**config.mk**
```make
export PLATFORM = sky130hd
export DESIGN_NAME = control_unit_flat
export DESIGN_NICKNAME = d
export VERILOG_FILES = /design/src/rtl/control_unit_if.sv /design/src/rtl/control_unit.sv /design/src/flat_wrapper.sv
export SDC_FILE = /design/constraint.sdc
export NUM_CORES = 1
export LEC_CHECK = 0
export CAP_MARGIN = 5
export CORE_ASPECT_RATIO = 0.6
export CORE_MARGIN = 5
export CORE_UTILIZATION = 40
export DETAILED_ROUTE_END_ITERATION = 10
export PLACE_DENSITY = 0.78
export REMOVE_ABC_BUFFERS = 1
export SLEW_MARGIN = 20
export SYNTH_ARGS = -nofsm -noshare
export SYNTH_HDL_FRONTEND = slang
export SYNTH_SLANG_ARGS = --single-unit
```
**constraint.sdc**
```tcl
create_clock -name clk -period 1.52 [get_ports clk]
set_input_delay 0.304 -clock clk [delete_from_list [all_inputs] [get_ports clk]]
set_output_delay 0.304 -clock clk [all_outputs]
set_load 0.05 [all_outputs]
```
**src/rtl/control_unit_if.sv**
```systemverilog
// Signal bundle between the microcontroller datapath (master) and its control unit (slave).
interface control_unit_if #(
  parameter int unsigned CNT_W = 16
) ();
  logic [5:0]       Opcode;
  logic             z;
  logic             s_inc;
  logic             s_inm;
  logic             we3;
  logic             s_skip;
  logic [2:0]       Op;
  logic             zflag;
  logic             halted;
  logic             illegal;
  logic [CNT_W-1:0] instr_count;

  modport master (
    output Opcode, z,
    input  s_inc, s_inm, we3, s_skip, Op, zflag, halted, illegal, instr_count
  );

  modport slave (
    input  Opcode, z,
    output s_inc, s_inm, we3, s_skip, Op, zflag, halted, illegal, instr_count
  );
endinterface

```
**src/rtl/control_unit.sv**
```systemverilog
// Opcode decoder for the single-cycle microcontroller, with a registered zero flag,
// RUN/HALT state, sticky illegal-opcode flag and saturating retired-instruction counter.
module control_unit #(
  parameter int unsigned CNT_W = 16
) (
  input  logic           clk,
  input  logic           reset,
  control_unit_if.slave  bus
);

  typedef enum logic {RUN, HALT} state_e;

  state_e           state_q, state_d;
  logic             zflag_q, zflag_d;
  logic             illegal_q, illegal_d;
  logic [CNT_W-1:0] cnt_q, cnt_d;

  logic is_alu, is_li, is_ctl, is_halt, is_illegal;
  logic s_inc, s_inm, we3, s_skip;
  logic [2:0] op;

  // Opcode[1:0] overlaps a register field for ALU and LI, so only [5:2] is decoded there.
  always_comb begin
    is_alu     = bus.Opcode[5];
    is_li      = (bus.Opcode[5:2] == 4'b0000);
    is_ctl     = (bus.Opcode[5:4] == 2'b01) && (bus.Opcode[3:0] <= 4'b0101);
    is_halt    = (bus.Opcode == 6'b011111);
    is_illegal = !is_alu && !is_li && !is_ctl && !is_halt;
  end

  always_ff @(posedge clk) begin
    if (reset) begin
      state_q   <= RUN;
      zflag_q   <= 1'b0;
      illegal_q <= 1'b0;
      cnt_q     <= '0;
    end else begin
      state_q   <= state_d;
      zflag_q   <= zflag_d;
      illegal_q <= illegal_d;
      cnt_q     <= cnt_d;
    end
  end

  // All architectural state is frozen outside RUN; HALT itself retires on entry.
  always_comb begin
    state_d   = state_q;
    zflag_d   = zflag_q;
    illegal_d = illegal_q;
    cnt_d     = cnt_q;
    if (state_q == RUN) begin
      if (is_halt)    state_d   = HALT;
      if (is_alu)     zflag_d   = bus.z;
      if (is_illegal) illegal_d = 1'b1;
      if (cnt_q != '1) cnt_d    = cnt_q + CNT_W'(1);
    end
  end

  always_comb begin
    s_inc  = 1'b1;
    s_inm  = 1'b0;
    we3    = 1'b0;
    s_skip = 1'b0;
    op     = 3'b000;
    if (reset) begin
      s_inc = 1'b1;
    end else if (state_q == HALT) begin
      s_inc = 1'b0;
    end else if (is_alu) begin
      op  = bus.Opcode[4:2];
      we3 = 1'b1;
    end else if (is_li) begin
      we3   = 1'b1;
      s_inm = 1'b1;
    end else begin
      case (bus.Opcode)
        6'b010000: s_inc  = 1'b0;
        6'b010001: s_inc  = ~zflag_q;
        6'b010010: s_inc  = zflag_q;
        6'b010011: s_skip = zflag_q;
        6'b010100: s_skip = ~zflag_q;
        6'b011111: s_inc  = 1'b0;
        default:   s_inc  = 1'b1;
      endcase
    end
  end

  assign bus.s_inc       = s_inc;
  assign bus.s_inm       = s_inm;
  assign bus.we3         = we3;
  assign bus.s_skip      = s_skip;
  assign bus.Op          = op;
  assign bus.zflag       = zflag_q;
  assign bus.halted      = (state_q == HALT);
  assign bus.illegal     = illegal_q;
  assign bus.instr_count = cnt_q;

endmodule

```
**src/flat_wrapper.sv**
```systemverilog
// flat-port wrapper written by rule: the top's interface ports become plain ports
module control_unit_flat 
#(
  parameter int unsigned CNT_W = 16
)
  (clk, reset, bus_Opcode, bus_z, bus_s_inc, bus_s_inm, bus_we3, bus_s_skip, bus_Op, bus_zflag, bus_halted, bus_illegal, bus_instr_count);
  control_unit_if #(.CNT_W(CNT_W)) bus_i ();
  input  logic clk;
  input  logic reset;
  input wire logic [$bits(bus_i.Opcode)-1:0] bus_Opcode;
  input wire logic [$bits(bus_i.z)-1:0] bus_z;
  output wire logic [$bits(bus_i.s_inc)-1:0] bus_s_inc;
  output wire logic [$bits(bus_i.s_inm)-1:0] bus_s_inm;
  output wire logic [$bits(bus_i.we3)-1:0] bus_we3;
  output wire logic [$bits(bus_i.s_skip)-1:0] bus_s_skip;
  output wire logic [$bits(bus_i.Op)-1:0] bus_Op;
  output wire logic [$bits(bus_i.zflag)-1:0] bus_zflag;
  output wire logic [$bits(bus_i.halted)-1:0] bus_halted;
  output wire logic [$bits(bus_i.illegal)-1:0] bus_illegal;
  output wire logic [$bits(bus_i.instr_count)-1:0] bus_instr_count;
  assign bus_i.Opcode = bus_Opcode;
  assign bus_i.z = bus_z;
  assign bus_s_inc = bus_i.s_inc;
  assign bus_s_inm = bus_i.s_inm;
  assign bus_we3 = bus_i.we3;
  assign bus_s_skip = bus_i.s_skip;
  assign bus_Op = bus_i.Op;
  assign bus_zflag = bus_i.zflag;
  assign bus_halted = bus_i.halted;
  assign bus_illegal = bus_i.illegal;
  assign bus_instr_count = bus_i.instr_count;
  control_unit #(.CNT_W(CNT_W)) u_core (.clk(clk), .reset(reset), .bus(bus_i));
endmodule
```
==> impl_results.md, run 1 <==
- Dpl hpwl: 3080 um
- FFs w/ async S/R, synth: 0%
- Worst_ep grt: bus_s_inm
- Clk sinks: 19
- Cell Area, Synth: 1030 um2
- I/O Buffers: 34
- Post-Syn Instances: 125
- Initial Utilization: 41.5%
- Row count: 14
- Most frequent cells after synthesis: dfxtp_1, nor2_1, a21oi_1, or3_1
- Die X: 75.6 um
- WEP type: top-level output
- DIE HEIGHT: 49.4 um
- H-tree Lvls: 1
- Failed at: 5_1_grt
- Synth cell types: 38
- Top-area cell type share of the netlist area: 36.8%
- Root buf cell: clkbuf_8
- First Err: [ERROR DPL-0038] Utilization greater than 100%, impossible to legalize
- Seq/Total Area, Yosys: 36.8%
- IO Pins: 35
- Yosys warning total: 0
- CTS Buf Count: 3
- EDFF count, synth: 0
- CTS Buffer Depth: 2
- Count leader, synth: dfxtp_1
- Most used DFF post-synth: dfxtp_1
- Final GP Congestion: 0.830
- Syn avg cell area: 8.27 um2
- Status: stopped before the end
- Synth top area cells: dfxtp_1, a21oi_1, or3_1
- Cell taking the most area after synthesis: dfxtp_1
- Synthesized flop and latch total: 19
- Setup WS pre-CTS: -0.582 ns
- Pin count of the biggest net entering global routing: 22
==> what timing repair did <==
action / CTS
cloned: 1
setup buffers: 11
endpoints found under the setup margin: 23
gates resized for setup: 55
pin swaps: 19
hold buffers: 0
==> metrics by stage <==
step / TNS (ns) / area [um2] / instances
after floorplan: -10.92 / 1020 / 121
after global placement: -2.40 / 1960 / 228
after detailed placement: -3.26 / 1960 / 228
after CTS: -1.23 / 2260 / 244
==> logic make-up after synthesis <==
logic type               share of synthesized area [%]
multiplexers                                      4.12
AO/OA/AOI/OAI                                     18.9
XOR/XNOR                                          1.70
buffers and inverters                             3.87
adder cells (fa/ha/maj)                           1.21
AND/OR/NAND/NOR                                   33.4
flip-flops                                        36.8
==> run 2, diff against run 1 <==
CORE_AREA = 5 5 66 68   (was unset)
CORE_ASPECT_RATIO = unset   (was 0.6)
CORE_MARGIN = unset   (was 5)
CORE_UTILIZATION = unset   (was 40)
DIE_AREA = 0 0 71 73   (was unset)
PLACE_DENSITY = unset   (was 0.78)
PLACE_DENSITY_LB_ADDON = 0.15   (was unset)
clock period = 2 ns   (was 1.52 ns; I/O delays follow)
==> run 2 against run 1 <==
Net effect:
- area after synthesis is the same
- synthesized cell count unchanged
- the flow now finishes without violations
==> impl_results.md, run 2 <==
- Seq/Total Area, Yosys: 36.8% (unchanged)
- Worst path slowest cell: clkdlybuf4s50_1
- Clock skew: 0.00260 ns
- I/O Buffers: 34 (unchanged)
- Count leader, synth: dfxtp_1
- CP peak stage delay: 0.84 ns
- WP data arrival: 1.52 ns
- Core area: 3800 um2
- Initial Utilization: 27.2% (-14 points)
- N_diodes: 0
- Root buf cell: clkbuf_8
- CTS tree: done
- Vias: 1,168
- Initial DRT Pass Iterations: 4
- # Post-CTS Setup Buffers: 0 (-11)
- Top delay family on crit path: buffers and inverters
- Die X: 71 um (-6.1%)
- Most frequent cells after synthesis: dfxtp_1, nor2_1, a21oi_1, or3_1
- Non-Filler Instances: 228
- Reg clk slew, reported paths: 0.07 ns
- Crit path capture type: output port
- Fillcell total: 383
- Post-Syn Instances: 125 (unchanged)
- Yosys warning total: 0 (unchanged)
- Post-DR wirelength/cell: 13.4 um
- Hold Violations, Final: 0
- Setup tns final: 0 ns
- Crit path cell chain: clkdlybuf4s50_1
- Most frequent cells in the layout: buf_4, dfxtp_1, clkdlybuf4s50_1
- Grt ovf: 0
- Synthesized flop and latch total: 19 (unchanged)
- CTS Buf Count: 3 (unchanged)
- WS Path Type: register to output port
- Syn avg cell area: 8.27 um2 (unchanged)
- Dpl hpwl: 2280 um (-26%)
- Area Overhead vs Synth: 64.9%
- Final GP Congestion: 0.772 (-7.0%)
- Post-DRT Antenna Nets: 0
- # nets final: 189
- R2R Path Start: u_core.bus.instr_count[6]$_SDFFE_PP0P_
- Slew @ Worst Pin: 0.509 ns
- Fraction of layout cells with a size suffix above 1: 29.2%
- Most used DFF post-synth: dfxtp_1
- Critical path launch point type: register
- Initial antenna violation count: 0
- Final min period: 1.92 ns
- Worst Hold Slack: 0.497 ns
- Clk sinks: 19 (unchanged)
- Leakage: 0.000642 uW
- CTS Buffer Depth: 2 (unchanged)
- RSZ-0062 raised after global routing: false
- DP Cell Count: 224 (-1.8%)
- Critical path launch point: u_core.bus.instr_count[6]$_SDFFE_PP0P_
- HP Start: u_core.bus.illegal$_SDFFE_PP0P_
- Fmax: 520 MHz
- FFs w/ async S/R, synth: 0% (unchanged)
- Cell taking the most area after synthesis: dfxtp_1
- Crit-path max FO: 6
- H-tree Lvls: 1 (unchanged)
- Multi-input gate area: 661 um2
- Clock Latency Late Sink: 0.26 ns
- Worst vdd ir: 0.000197 V
- Reg area: 380 um2
- Max-slew violation count: 0
- Slew margin rel.: 65.9%
- Row count: 23 (+9)
- Via/cell ratio: 5.12
- Vias in the first global route: 1,098
- Drc violations: 0
- Setup violators final: 0
- Initial DRC Count: 70
- Pin count of the biggest net entering global routing: 22
- Pwr/cell area: 495 nW/um2
- # hold bufs at CTS: 0 (unchanged)
- Total GRT Usage: 11.8%
- Global-route wire length before repair: 4890 um
- Final period utilization: 96.2%
- Commonest non-fill, non-tap cell in the layout: buf_4
- Post-Route WL: 3050 um
- Class of the worst hold path: register to register
- Max reg flops: 16
- Die area: 5180 um2
- Top-area cell type share of the netlist area: 36.8% (unchanged)
- Max-cap violations: 0
- Cell Area, Synth: 1030 um2 (unchanged)
- CP required: 1.60 ns
- CP Buf/Inv Count: 1
- Synth top area cells: dfxtp_1, a21oi_1, or3_1
- Status: finished clean
- EDFF count, synth: 0 (unchanged)
- IO Pins: 35 (unchanged)
- DIE HEIGHT: 73 um (+48%)
- Synth cell types: 38 (unchanged)
## run 2: cell counts after synthesis
Identical to the previous run, type by type.
## run 2: logic make-up (layout without fill, tap and decap cells)
group                      Yosys count  after routing  share of synthesized area, %
and+or+nand+nor                     60             60                          33.4
AOI/OAI and AO/OA                   29             29                          18.9
DFF                                 19             19                          36.8
buffers and inverters               10             63                          3.87
muxes                                4              4                          4.12
xor gates and xnor gates             2              2                          1.70
adders and majority gates            1              1                          1.21
## run 2: final timing paths
kind | depth (start not counted) | slack (ns) | to
worst max-delay path | 1 | 0.08 | bus_instr_count[6]
worst min-delay path | 2 | 0.50 | u_core.bus.illegal$_SDFFE_PP0P_
worst max register to register | 4 | 0.24 | u_core.bus.instr_count[13]$_SDFFE_PP0P_
worst min register to register | 2 | 0.50 | u_core.bus.illegal$_SDFFE_PP0P_
## run 2: layout make-up
| class | instances | area share [%] |
|---|---|---|
| Multi-Input combinational cell | 96 | 38.8 |
| Sequential cell | 19 | 22.3 |
| Timing Repair Buffer | 53 | 31.3 |
| Clock buffer | 4 | 2.64 |
| Inverter | 6 | 1.32 |
| Tap cell | 50 | 3.67 |
## run 2: power breakdown
group	total (uW)	internal, uW	leakage, uW	switching (uW)
sequential	394	387	0.000154	7.33
clock	272	142	0.0000228	131
combinational	176	76.7	0.000465	99.6
## run 2: layer usage
layer  GRT usage [%]  part of all wire (%)
met5               0                     0
met4            6.47                   2.2
met3            3.03                   7.7
met2            20.2                    48
met1            13.4                    42
## run 2: repair_timing
action	CTS	global route
pin swaps	3	2
endpoints found under the setup margin	3	7
resized for setup	7	8
gates cloned	0	0
## run 2: metrics by stage
step	util [%]	setup WS [ns]	cell area, um2	power (uW)
6_report	44.9	0.0753	1700	843
3_5_place_dp	42.4	-0.292	1610	575
3_3_place_gp	42.4	-0.259	1610	573
5_1_grt	44.9	0.0107	1700	883
4_1_cts	43.9	0.0138	1670	852
2_1_floorplan	-	-0.389	1020	481
Power figures use the tool's default switching activity.
==> run 3, diff against run 2 <==
ABC_AREA = 0   (was unset)
CORE_AREA = 3 3 64 66   (was 5 5 66 68)
DIE_AREA = 0 0 67 69   (was 0 0 71 73)
==> run 3 against run 2 <==
Net effect:
- sequential share of layout area rose by 0.35 points
- clock-buffer cell count unchanged
- final area shrank 1.5%
- sequential cell count is the same
- sequential power about the same
- total power down 1.1%
- wire length fell by 0.92%
- setup slack got worse by 0.034 ns
- combinational power down 3%
- highest routed layer unchanged
==> impl_results.md, run 3 (synthesized netlist as in run 2, its figures left out) <==
- Die X: 67 um (-5.6%)
- Combinational power share: 20.4% (-0.5 points)
- Leakage: 0.000637 uW (-0.78%)
- Total GRT Usage: 13.9% (+2.1 points)
- Crit-path max FO: 3 (-3)
- Post-Route WL: 3030 um (-0.92%)
- Reg clk slew, reported paths: 0.07 ns (about the same)
- # nets final: 187 (-1.1%)
- Final period utilization: 98.0% (+1.7 points)
- Row count: 22 (-4.3%)
- N_diodes: 0 (unchanged)
- FF-to-FF setup slack: 0.19 ns (-0.05 ns)
- R2R Path Start: u_core.bus.instr_count[2]$_SDFFE_PP0P_
- Root buf cell: clkbuf_8
- Placed cell area: 1590 um2 (-1.1%)
- Int Pwr: 602 uW (-0.52%)
- Clock skew: 0.00397 ns (+0.00137 ns)
- Worst path slowest cell: clkdlybuf4s50_1
- Class of the worst hold path: register to register
- Post-DRT Antenna Nets: 0 (unchanged)
- Reg2Reg Capture Point: u_core.bus.instr_count[13]$_SDFFE_PP0P_
- Slew @ Worst Pin: 0.514 ns (+0.00463 ns)
- Area Overhead vs Synth: 62.3%
- DIE HEIGHT: 69 um (-5.5%)
- Die area: 4620 um2 (-11%)
- Crit path capture type: output port
- Hold Violations, Final: 0 (unchanged)
- Max-cap violations: 0 (unchanged)
- Dpl hpwl: 2220 um (-2.9%)
- # hold bufs at CTS: 0 (unchanged)
- P_sw: 232 uW (-2.5%)
- Via/cell ratio: 5.21 (+1.7%)
- CP required: 1.60 ns (about the same)
- Crit path cell chain: clkdlybuf4s50_1 > inv_1 > a31oi_2 > nand2_1 > nand2_2 > buf_12
- Initial DRT Pass Iterations: 4 (unchanged)
- Max-slew violation count: 0 (unchanged)
- Initial antenna violation count: 0 (unchanged)
- Setup violators final: 0 (unchanged)
- HP Start: u_core.bus.illegal$_SDFFE_PP0P_
- Flop pwr share: 47.5% (+0.7 points)
- Pin count of the biggest net entering global routing: 22 (unchanged)
- Worst Hold Slack: 0.507 ns (+0.0102 ns)
- Hold EP: u_core.bus.illegal$_SDFFE_PP0P_
- CP peak stage delay: 0.55 ns (-0.29 ns)
- Hold Crit Depth: 2 (unchanged)
- WS Path Type: input pin to output port
- Most frequent cells in the layout: buf_4, dfxtp_1, clkdlybuf4s50_1
- Clock power frac: 32.1% (-0.2 points)
- Final min period: 1.96 ns (+0.0345 ns)
- Initial Utilization: 28.4% (+1.2 points)
- Pwr/cell area: 497 nW/um2 (+0.47%)
- Design Area, Final: 1680 um2 (-1.5%)
- CTS tree: done
- Core area: 3630 um2 (-4.3%)
- Vias: 1,167 (-0.086%)
- Grt ovf: 0 (unchanged)
- CTS Buffer Depth: 2 (unchanged)
- Vias in the first global route: 1,151 (+4.8%)
- Commonest non-fill, non-tap cell in the layout: buf_4
- Fraction of layout cells with a size suffix above 1: 25.6% (-3.6 points)
- I/O Buffers: 34 (unchanged)
- Sw frac: 27.8% (-0.41 points)
- Fmax: 510 MHz (-1.8%)
- Worst vdd ir: 0.000203 V (+3.3%)
- Final GP Congestion: 0.802 (+3.9%)
- CTS Buf Count: 3 (unchanged)
- Drc violations: 0 (unchanged)
- Clock Latency Late Sink: 0.25 ns (about the same)
- Worst reg2reg path depth: 4 (unchanged)
- Clk sinks: 19 (unchanged)
- H-tree Lvls: 1 (unchanged)
- Global-route wire length before repair: 5170 um (+5.6%)
- Initial DRC Count: 81 (+16%)
- Critical path launch point: bus_Opcode[5]
- WP data arrival: 1.56 ns (+0.04 ns)
- Max reg flops: 16 (unchanged)
- Post-DR wirelength/cell: 13.5 um (+0.85%)
- Critical path launch point type: input pin
- Status: finished clean
- IO Pins: 35 (unchanged)
- Slew margin rel.: 65.6% (-0.31 points)
-- run 3: critical path: cells and delay by family --
kind,cells,cell delay (ns)
AO/OA/AOI/OAI,1,0.20
buffers and inverters,3,0.78
AND/OR/NAND/NOR,2,0.17
-- run 3: how the worst max path moves through the flow --
stage	slack, ns	to
floorplan	-0.39	bus_s_skip
global placement	-0.26	bus_s_skip
detailed placement	-0.28	bus_s_skip
CTS	0.003	bus_s_inc
global route	-0.04	bus_s_inm
finish	0.04	bus_s_inc
-- run 3: timing repair --
item / in CTS / in global routing
pin swaps: 5 / 1
resized for setup: 7 / 6
setup endpoints to repair: 2 / 7
endpoints found under the hold margin: 0 / 0
buffers inserted: 1 / 0
-- run 3: metrics by stage --
| stage | util [%] | setup WS [ns] | cells | TNS (ns) | total power (uW) |
|---|---|---|---|---|---|
| floorplan | - | -0.389 | 121 | -2.65 | 481 |
| global placement | 43.8 | -0.258 | 219 | -0.325 | 569 |
| detailed placement | 43.8 | -0.275 | 219 | -0.397 | 572 |
| CTS | 45.6 | 0.00295 | 224 | 0 | 840 |
| global route | 46.2 | -0.0373 | 224 | -0.0569 | 870 |
| finish | 46.2 | 0.0408 | 224 | 0 | 834 |
-- run 3: cell type report --
| cell class | instances | area [um2] |
|---|---|---|
| timing repair buffer | 51 | 528 |
| sequential | 19 | 380 |
| inverter | 6 | 22.5 |
| tap | 48 | 60.1 |
| multi-input combinational | 96 | 642 |
| fill | 385 | 1960 |
| clock buffer | 4 | 45.0 |
-- run 3: layer usage --
| metal | vias up | wire length, um | global-route usage [%] |
|---|---|---|---|
| li1 | 577 | - | - |
| met1 | 557 | 1350 | 18.3 |
| met2 | 31 | 1450 | 21.6 |
| met3 | 2 | 192 | 2.44 |
| met4 | 0 | 27 | 6.53 |
| met5 | - | 0 | 0 |
-- run 3: power groups by stage --
stage	registers, uW	clock network [uW]	logic [uW]
global placement	404	0	165
finish	396	268	170
global route	398	291	181
floorplan	434	0	46.7
detailed placement	404	0	167
CTS	396	276	169
